===== src/rtl/uart_frame_arbiter.sv =====
// Round-robin arbiter granting two requesters access to a 5-byte UART frame transmitter.
// Optional BUSY watchdog is enabled by defining UART_ARB_TIMEOUT_EN.
module uart_frame_arbiter #(
    parameter int unsigned GAP_CYCLES     = 16,
    parameter int unsigned TIMEOUT_CYCLES = 1000000
) (
    input  logic        sys_clk,
    input  logic        rst,
    input  logic        req0,
    input  logic [39:0] data0,
    input  logic        req1,
    input  logic [39:0] data1,
    output logic        ack0,
    output logic        ack1,
    output logic [1:0]  gnt,
    output logic        tx_go,
    output logic [39:0] tx_data,
    input  logic        tx_done,
    output logic        tx_err
);

    typedef enum logic [1:0] {
        IDLE = 2'd0,
        BUSY = 2'd1,
        GAP  = 2'd2
    } state_t;

    state_t      state_q, state_d;
    logic [1:0]  gnt_q, gnt_d;
    logic        go_q, go_d;
    logic [39:0] data_q, data_d;
    logic        ack0_q, ack0_d;
    logic        ack1_q, ack1_d;
    logic        err_q, err_d;
    logic [15:0] gap_q, gap_d;
    logic        ptr_q, ptr_d;
    logic        pick1;
    logic        gap_last;

    // ptr names the last owner; on a tie the other requester wins
    assign pick1 = req1 && (!req0 || !ptr_q);

    // The IDLE arbitration cycle is the last idle cycle of the gap
    assign gap_last = (32'(gap_q) + 32'd2) >= GAP_CYCLES;

`ifdef UART_ARB_TIMEOUT_EN
    logic [31:0] wd_q, wd_d;
    logic        timeout;

    assign timeout = (wd_q == 32'(TIMEOUT_CYCLES - 1));
`else
    logic unused_cfg;

    assign unused_cfg = ^TIMEOUT_CYCLES;
`endif

    always_ff @(posedge sys_clk) begin
        if (rst) begin
            state_q <= IDLE;
            gnt_q   <= 2'b00;
            go_q    <= 1'b0;
            data_q  <= 40'h0;
            ack0_q  <= 1'b0;
            ack1_q  <= 1'b0;
            err_q   <= 1'b0;
            gap_q   <= 16'd0;
            ptr_q   <= 1'b1;
`ifdef UART_ARB_TIMEOUT_EN
            wd_q    <= 32'd0;
`endif
        end else begin
            state_q <= state_d;
            gnt_q   <= gnt_d;
            go_q    <= go_d;
            data_q  <= data_d;
            ack0_q  <= ack0_d;
            ack1_q  <= ack1_d;
            err_q   <= err_d;
            gap_q   <= gap_d;
            ptr_q   <= ptr_d;
`ifdef UART_ARB_TIMEOUT_EN
            wd_q    <= wd_d;
`endif
        end
    end

    always_comb begin
        state_d = state_q;
        gnt_d   = gnt_q;
        go_d    = go_q;
        data_d  = data_q;
        ack0_d  = 1'b0;
        ack1_d  = 1'b0;
        err_d   = 1'b0;
        gap_d   = gap_q;
        ptr_d   = ptr_q;
`ifdef UART_ARB_TIMEOUT_EN
        wd_d    = wd_q;
`endif
        unique case (state_q)
            IDLE: begin
                if (req0 || req1) begin
                    gnt_d   = pick1 ? 2'b10 : 2'b01;
                    data_d  = pick1 ? data1 : data0;
                    go_d    = 1'b1;
                    state_d = BUSY;
`ifdef UART_ARB_TIMEOUT_EN
                    wd_d    = 32'd0;
`endif
                end
            end
            BUSY: begin
                if (tx_done) begin
                    go_d    = 1'b0;
                    gnt_d   = 2'b00;
                    ack0_d  = gnt_q[0];
                    ack1_d  = gnt_q[1];
                    ptr_d   = gnt_q[1];
                    gap_d   = 16'd0;
                    state_d = GAP;
`ifdef UART_ARB_TIMEOUT_EN
                end else if (timeout) begin
                    go_d    = 1'b0;
                    gnt_d   = 2'b00;
                    err_d   = 1'b1;
                    ptr_d   = gnt_q[1];
                    gap_d   = 16'd0;
                    state_d = GAP;
                end else begin
                    wd_d    = wd_q + 32'd1;
`endif
                end
            end
            GAP: begin
                if (gap_last) begin
                    gap_d   = 16'd0;
                    state_d = IDLE;
                end else begin
                    gap_d   = gap_q + 16'd1;
                end
            end
            default: begin
                state_d = IDLE;
            end
        endcase
    end

    assign gnt     = gnt_q;
    assign tx_go   = go_q;
    assign tx_data = data_q;
    assign ack0    = ack0_q;
    assign ack1    = ack1_q;
    assign tx_err  = err_q;

endmodule


===== config.mk =====
export PLATFORM = sky130hd
export DESIGN_NAME = uart_frame_arbiter
export DESIGN_NICKNAME = d
export VERILOG_FILES = /design/src/rtl/uart_frame_arbiter.sv
export SDC_FILE = /design/constraint.sdc
export NUM_CORES = 1
export LEC_CHECK = 0
export CORE_ASPECT_RATIO = 1.2
export CORE_MARGIN = 5
export CORE_UTILIZATION = 36
export DETAILED_ROUTE_END_ITERATION = 7
export PLACE_DENSITY = 0.76
export SYNTH_ARGS = -nofsm -noshare
export SYNTH_HDL_FRONTEND = slang
export SYNTH_SLANG_ARGS = --single-unit

===== constraint.sdc =====
create_clock -name sys_clk -period 1.7 [get_ports sys_clk]
set_input_delay 0.34 -clock sys_clk [delete_from_list [all_inputs] [get_ports sys_clk]]
set_output_delay 0.34 -clock sys_clk [all_outputs]
set_load 0.02 [all_outputs]

Word-level counts from Yosys, hierarchy flattened
Index checks and enable logic that the tools add are counted.
{"block": "classes", "addsub": 2, "magnitude_cmp": 1, "eq_ne": 5, "n_mux": 15, "bitwise": 2, "n_reduce_logical": 14}
{"operator": "40-bit 2-to-1 mux", "count": 1}
{"operator": "16-bit 2-to-1 mux", "count": 2}
{"operator": "16-bit one-hot mux with 2 select lines", "count": 1}
{"operator": "16-bit by 2-bit adder with 17-bit output, second input constant", "count": 1}
{"operator": "17-bit by 5-bit greater-or-equal comparator with 1-bit output, second input constant", "count": 1}
{"operator": "16-bit by 1-bit adder with 16-bit output, second input constant", "count": 1}
{"operator": "2-bit 2-to-1 mux", "count": 6}
{"operator": "2-bit != test, second input constant", "count": 3}
{"operator": "2-bit one-hot mux with 3 select lines", "count": 1}
{"operator": "2-bit AND reduction", "count": 3}
{"operator": "3-bit AND reduction", "count": 2}
{"operator": "2-bit one-hot mux with 2 select lines", "count": 1}
{"operator": "2-bit nonzero test", "count": 2}
{"operator": "3-bit OR reduction", "count": 1}
{"operator": "2-bit by 1-bit == test with 1-bit output, second input constant", "count": 1}
{"operator": "2-bit == test, second input constant", "count": 1}
{"operator": "1-bit zero test", "count": 2}
{"operator": "2-bit zero test", "count": 1}
{"operator": "1-bit logical OR", "count": 2}
{"operator": "1-bit 2-to-1 mux", "count": 2}
{"operator": "1-bit inverter", "count": 2}
{"operator": "1-bit one-hot mux with 2 select lines", "count": 1}
{"operator": "1-bit logical AND", "count": 1}
{"block": "totals", "ff_bits": 64, "in_bits": 85, "out_inout_bits": 46, "elab_cells": 47}

Longest topological paths before layout
{"block": "logic_depth", "depth_word": 6, "depth_mapped": 7, "ltp_nobuf": 7}

Worst setup path before layout
No wires, ideal clock.
{"block": "synth_timing", "path_type": "reg-to-reg", "startpoint": "register gap_q[2]", "endpoint": "register gap_q[12]", "setup_ps": 116, "arrival_ps": 1676, "required_ps": 1584, "path_slack_ps": -92, "path_stages_with_launch": 8, "n_path_buf": 0, "synth_period_minus_slack_ps": 1792, "path_cell_list": "dfxtp_1 ha_1 nand2_1 or3_1 nor3b_2 o221ai_4 nor2_4 o211a_1"}
{"block": "synth_via", "elab_chain_len": 4, "elab_cells_between_ends": 5, "classes_between": "2 x add/sub; 1 x order compare; 2 x mux"}
{"item": "start: declaration", "line": "35", "source": "logic [15:0] gap_q, gap_d;"}
{"item": "start signal: assignment", "line": "79", "source": "gap_q <= gap_d;"}
{"item": "16-bit by 2-bit adder with 17-bit output", "line": "44", "source": "assign gap_last = (32'(gap_q) + 32'd2) >= GAP_CYCLES;"}
{"item": "17-bit by 5-bit greater-or-equal comparator with 1-bit output", "line": "44"}
{"item": "16-bit 2-to-1 mux *", "line": "135", "source": "if (gap_last) begin"}
{"item": "16-bit one-hot mux with 2 select lines *", "line": "100", "source": "unique case (state_q)"}
Every way passes the cells marked *; elsewhere a longest branch is shown, timed or not.
A chain may end at the register's enable or synchronous reset.

Worst setup path after layout
{"block": "layout_timing", "startpoint": "register gap_q[6]", "endpoint": "register gap_q[4]"}
{"block": "layout_via", "elab_chain_len": 4}
{"item": "16-bit by 2-bit adder with 17-bit output", "line": "44"}
{"item": "17-bit by 5-bit greater-or-equal comparator with 1-bit output", "line": "44"}
{"item": "16-bit 2-to-1 mux", "line": "135"}
{"item": "16-bit one-hot mux with 2 select lines", "line": "100"}
No other way between the ends.

==> run_results.csv <==
group,metric,value,unit
routing,wl_per_cell,17.0,um
place,placed_area,0.00416,sq mm
routing,drtPass1Iterations,7,
final_layout,drive_gt1_share,20.2,%
final_layout,fin_util,63.4,%
place,hpwl,6180,um
clocking,cts_buffers,9,
synth,yosys_register_bits,64,
synth,synth_area,0.00260,sq mm
grt,grt_max_degree,32,
synth,synthTopCellsByCount,"dfxtp_1 (64), nor2_1 (48), a222oi_1 (40), clkbuf_1 (18), and3_1 (11)",
final_layout,antenna_cells,0,
synth,async_reset_ff_share,0,%
critical_path,critPathMaxStageDelay,340,ps
clocking,clock_path_buffers,2,
final_layout,stdcell_count,505,
critical_path,path_cells,"buf_4, nor3_1, mux2i_1, o22ai_2, o221ai_4, buf_6, a211oi_2, a21o_1",
clocking,cts.clk_slew.worst_paths,80,ps
sta,whs,465,ps
synth,synth_fp_nets,348,
routing,drc_errors,0,
synth,yosysMostFrequentCell,"dfxtp_1",
critical_path,start_kind,"flop",
final_layout,layout.nets,498,
run_status,status,"complete, but fails checks",
sta,skew,10.3,ps
floorplan,die_w,87.6,um
power_and_ir_drop,seqPwrFrac,42.5,%
final_layout,area_growth_syn_to_layout,74.1,%
routing,ant_nets,0,
sta,hold_viol,0,
critical_path,critical-path-slowest-cell,"dfxtp_1",
sta,setup_viol,8,
sta,slew_viol_final,0,
sta,fin_tns_setup,-275,ps
power_and_ir_drop,total_power,3.90,mW
clocking,tritoncts,"built",
synth,seq_area_frac_synth,49.2,%
sta,fin_ws,-62.5,ps
flow_run,maxCapViolations,0,
place,routabilityCongestion,0.780,
routing,num_vias,2761,
grt,antenna_found_initial,0,
final_layout,fin_area,0.00453,sq mm
synth,synthFlopType,"dfxtp_1",
synth,synth_edf_count,0,
clocking,clock_latency,340,ps
synth,synth_cell_types,45,
routing,wirelength,8600,um
grt,first_global_vias,2726,
place,portBuffers,129,
power_and_ir_drop,p_switching,1.12,mW
critical_path,crit_type,"reg -> reg",
power_and_ir_drop,switching_share,28.6,%
sta,max_freq,567,MHz
place,dp_cells,482,
power_and_ir_drop,pwr-share-clk,33.3,%
sta,period_needed,1760,ps
grt,grt_usage,18.6,%
routing,vias_per_cell,5.47,
power_and_ir_drop,ir_drop,0.403,mV
power_and_ir_drop,powerDensity,860,mW/mm^2
synth,synth_cells,260,
run_status,failed_checks,"negative setup slack",
synth,synth_area_leader_cell,"dfxtp_1",
clocking,cts_root_buf,"clkbuf_8",
clocking,cts.sinks,64,
clocking,htree_levels,3,
hold_path,min_path_type,"in -> reg",
floorplan,num_rows,34,
synth,yosys-top-cells-area,"dfxtp_1 (49%), a222oi_1 (15%), nor2_1 (6.9%)",
grt,grtUsageMet1,21.5,%
power_and_ir_drop,p_int,2.78,mW
floorplan,core,0.00715,sq mm
grt,grt_use_met2,31.6,%
synth,yosys_warnings,0,
grt,grt_pass1_wl,13200,um
floorplan,die_h,103,um
floorplan,initial_core_util,36.4,%
synth,synth_top_area_share,49.2,%
critical_path,cp.arrival,2050,ps
grt,grt_overflow,0,
power_and_ir_drop,p_comb_share,24.2,%
place,dp_slack,-266,ps
routing,first_iter_violations,305,
floorplan,pin_count,131,
grt,busiest_layer,"met2",
clocking,postCtsHoldBufs,0,
grt,grt_use_met3,7.75,%
sta,post-route-period-util,104,%
critical_path,cp_data_required_time,1980,ps
sta,rsz0062_at_grt,"yes",
power_and_ir_drop,leakage,1.88,nW
floorplan,die_area,0.00904,sq mm
synth,synth_area_per_cell,10.0,sq um
critical_path,critPathMaxFanout,3,
critical_path,endpoint_kind,"flop",
[area by class of cell]
cell class | instances | area, sq um
clock buffer | 9 | 124
fill | 602 | 2610
inverter | 4 | 16.3
multi-input combinational | 168 | 1310
tap | 90 | 113
clock inverter | 7 | 72.6
timing repair buffer | 163 | 1600
sequential | 64 | 1300
[worst max-delay path: cells and delay by family (launching register included)]
family / cells / cell delay [ps]
simple gates: 1 / 270
compound gates: 4 / 640
mux: 1 / 150
buf+inv: 2 / 300
flops: 1 / 340
[repair_timing]
| action | in CTS | in global routing |
|---|---|---|
| setup buffers | 2 | 5 |
| resized for setup | 17 | 18 |
| pin swaps | 9 | 11 |
| setup endpoints to repair | 12 | 16 |
[power groups by stage]
stage | clock [mW] | sequential (mW) | combinational, mW
final | 1.30 | 1.66 | 0.943
after CTS | 1.32 | 1.66 | 0.946
after global placement | 0 | 1.69 | 0.931
after floorplan | 0 | 1.81 | 0.300
after global routing | 1.40 | 1.67 | 1.01
after detailed placement | 0 | 1.70 | 0.943
[worst paths after layout]
check / cells past startpoint / start / end / slack, ps
setup reg to reg: 8 / gap_q[6]$_SDFFE_PP0P_ / gap_q[4]$_SDFFE_PP0P_ / -60
setup / recovery: 8 / gap_q[6]$_SDFFE_PP0P_ / gap_q[4]$_SDFFE_PP0P_ / -60
hold reg to reg: 2 / tx_go$_SDFFE_PP0P_ / tx_go$_SDFFE_PP0P_ / 470
hold / removal: 3 / rst / tx_data[35]$_SDFFE_PP0P_ / 460
[metal layers]
layer  vias up  share of wire (%)
met5         -                  0
met4         0                1.3
met3        12                8.4
met2       110                 51
met1      1333                 39
li1       1306                  -
[sequential cells by signal, summed over array words and instances (netlist names)]
| register | flops |
|---|---|
| ack0 | 1 |
| ack1 | 1 |
| gap_q | 16 |
| gnt | 2 |
| ptr_q | 1 |
| state_q | 2 |
| tx_data | 40 |
| tx_go | 1 |
[layout by cell type (no fill, tap or decap), drive strengths merged, types with 4 or more instances in the layout]
| cell | netlist | routed |
|---|---|---|
| clkdlybuf4s50 | 0 | 122 |
| dfxtp | 64 | 64 |
| nor2 | 49 | 49 |
| a222oi | 40 | 40 |
| buf | 6 | 35 |
| and3 | 12 | 12 |
| clkbuf | 18 | 9 |
| nand3 | 9 | 9 |
| nand2 | 8 | 8 |
| o211a | 5 | 5 |
| dlymetal6s2s | 0 | 5 |
| clkinv | 1 | 5 |
| nor3 | 4 | 4 |
[cells by family after synthesis]
family | synth area share, %
xor gates and xnor gates | 1.35
buffers and inverters | 4.85
adders and majority gates | 1.44
DFF | 49.2
and+or+nand+nor | 18.6
other | 0.144
muxes | 0.384
AOI/OAI and AO/OA | 24.0
No activity file was read; power rests on OpenSTA's default activity.
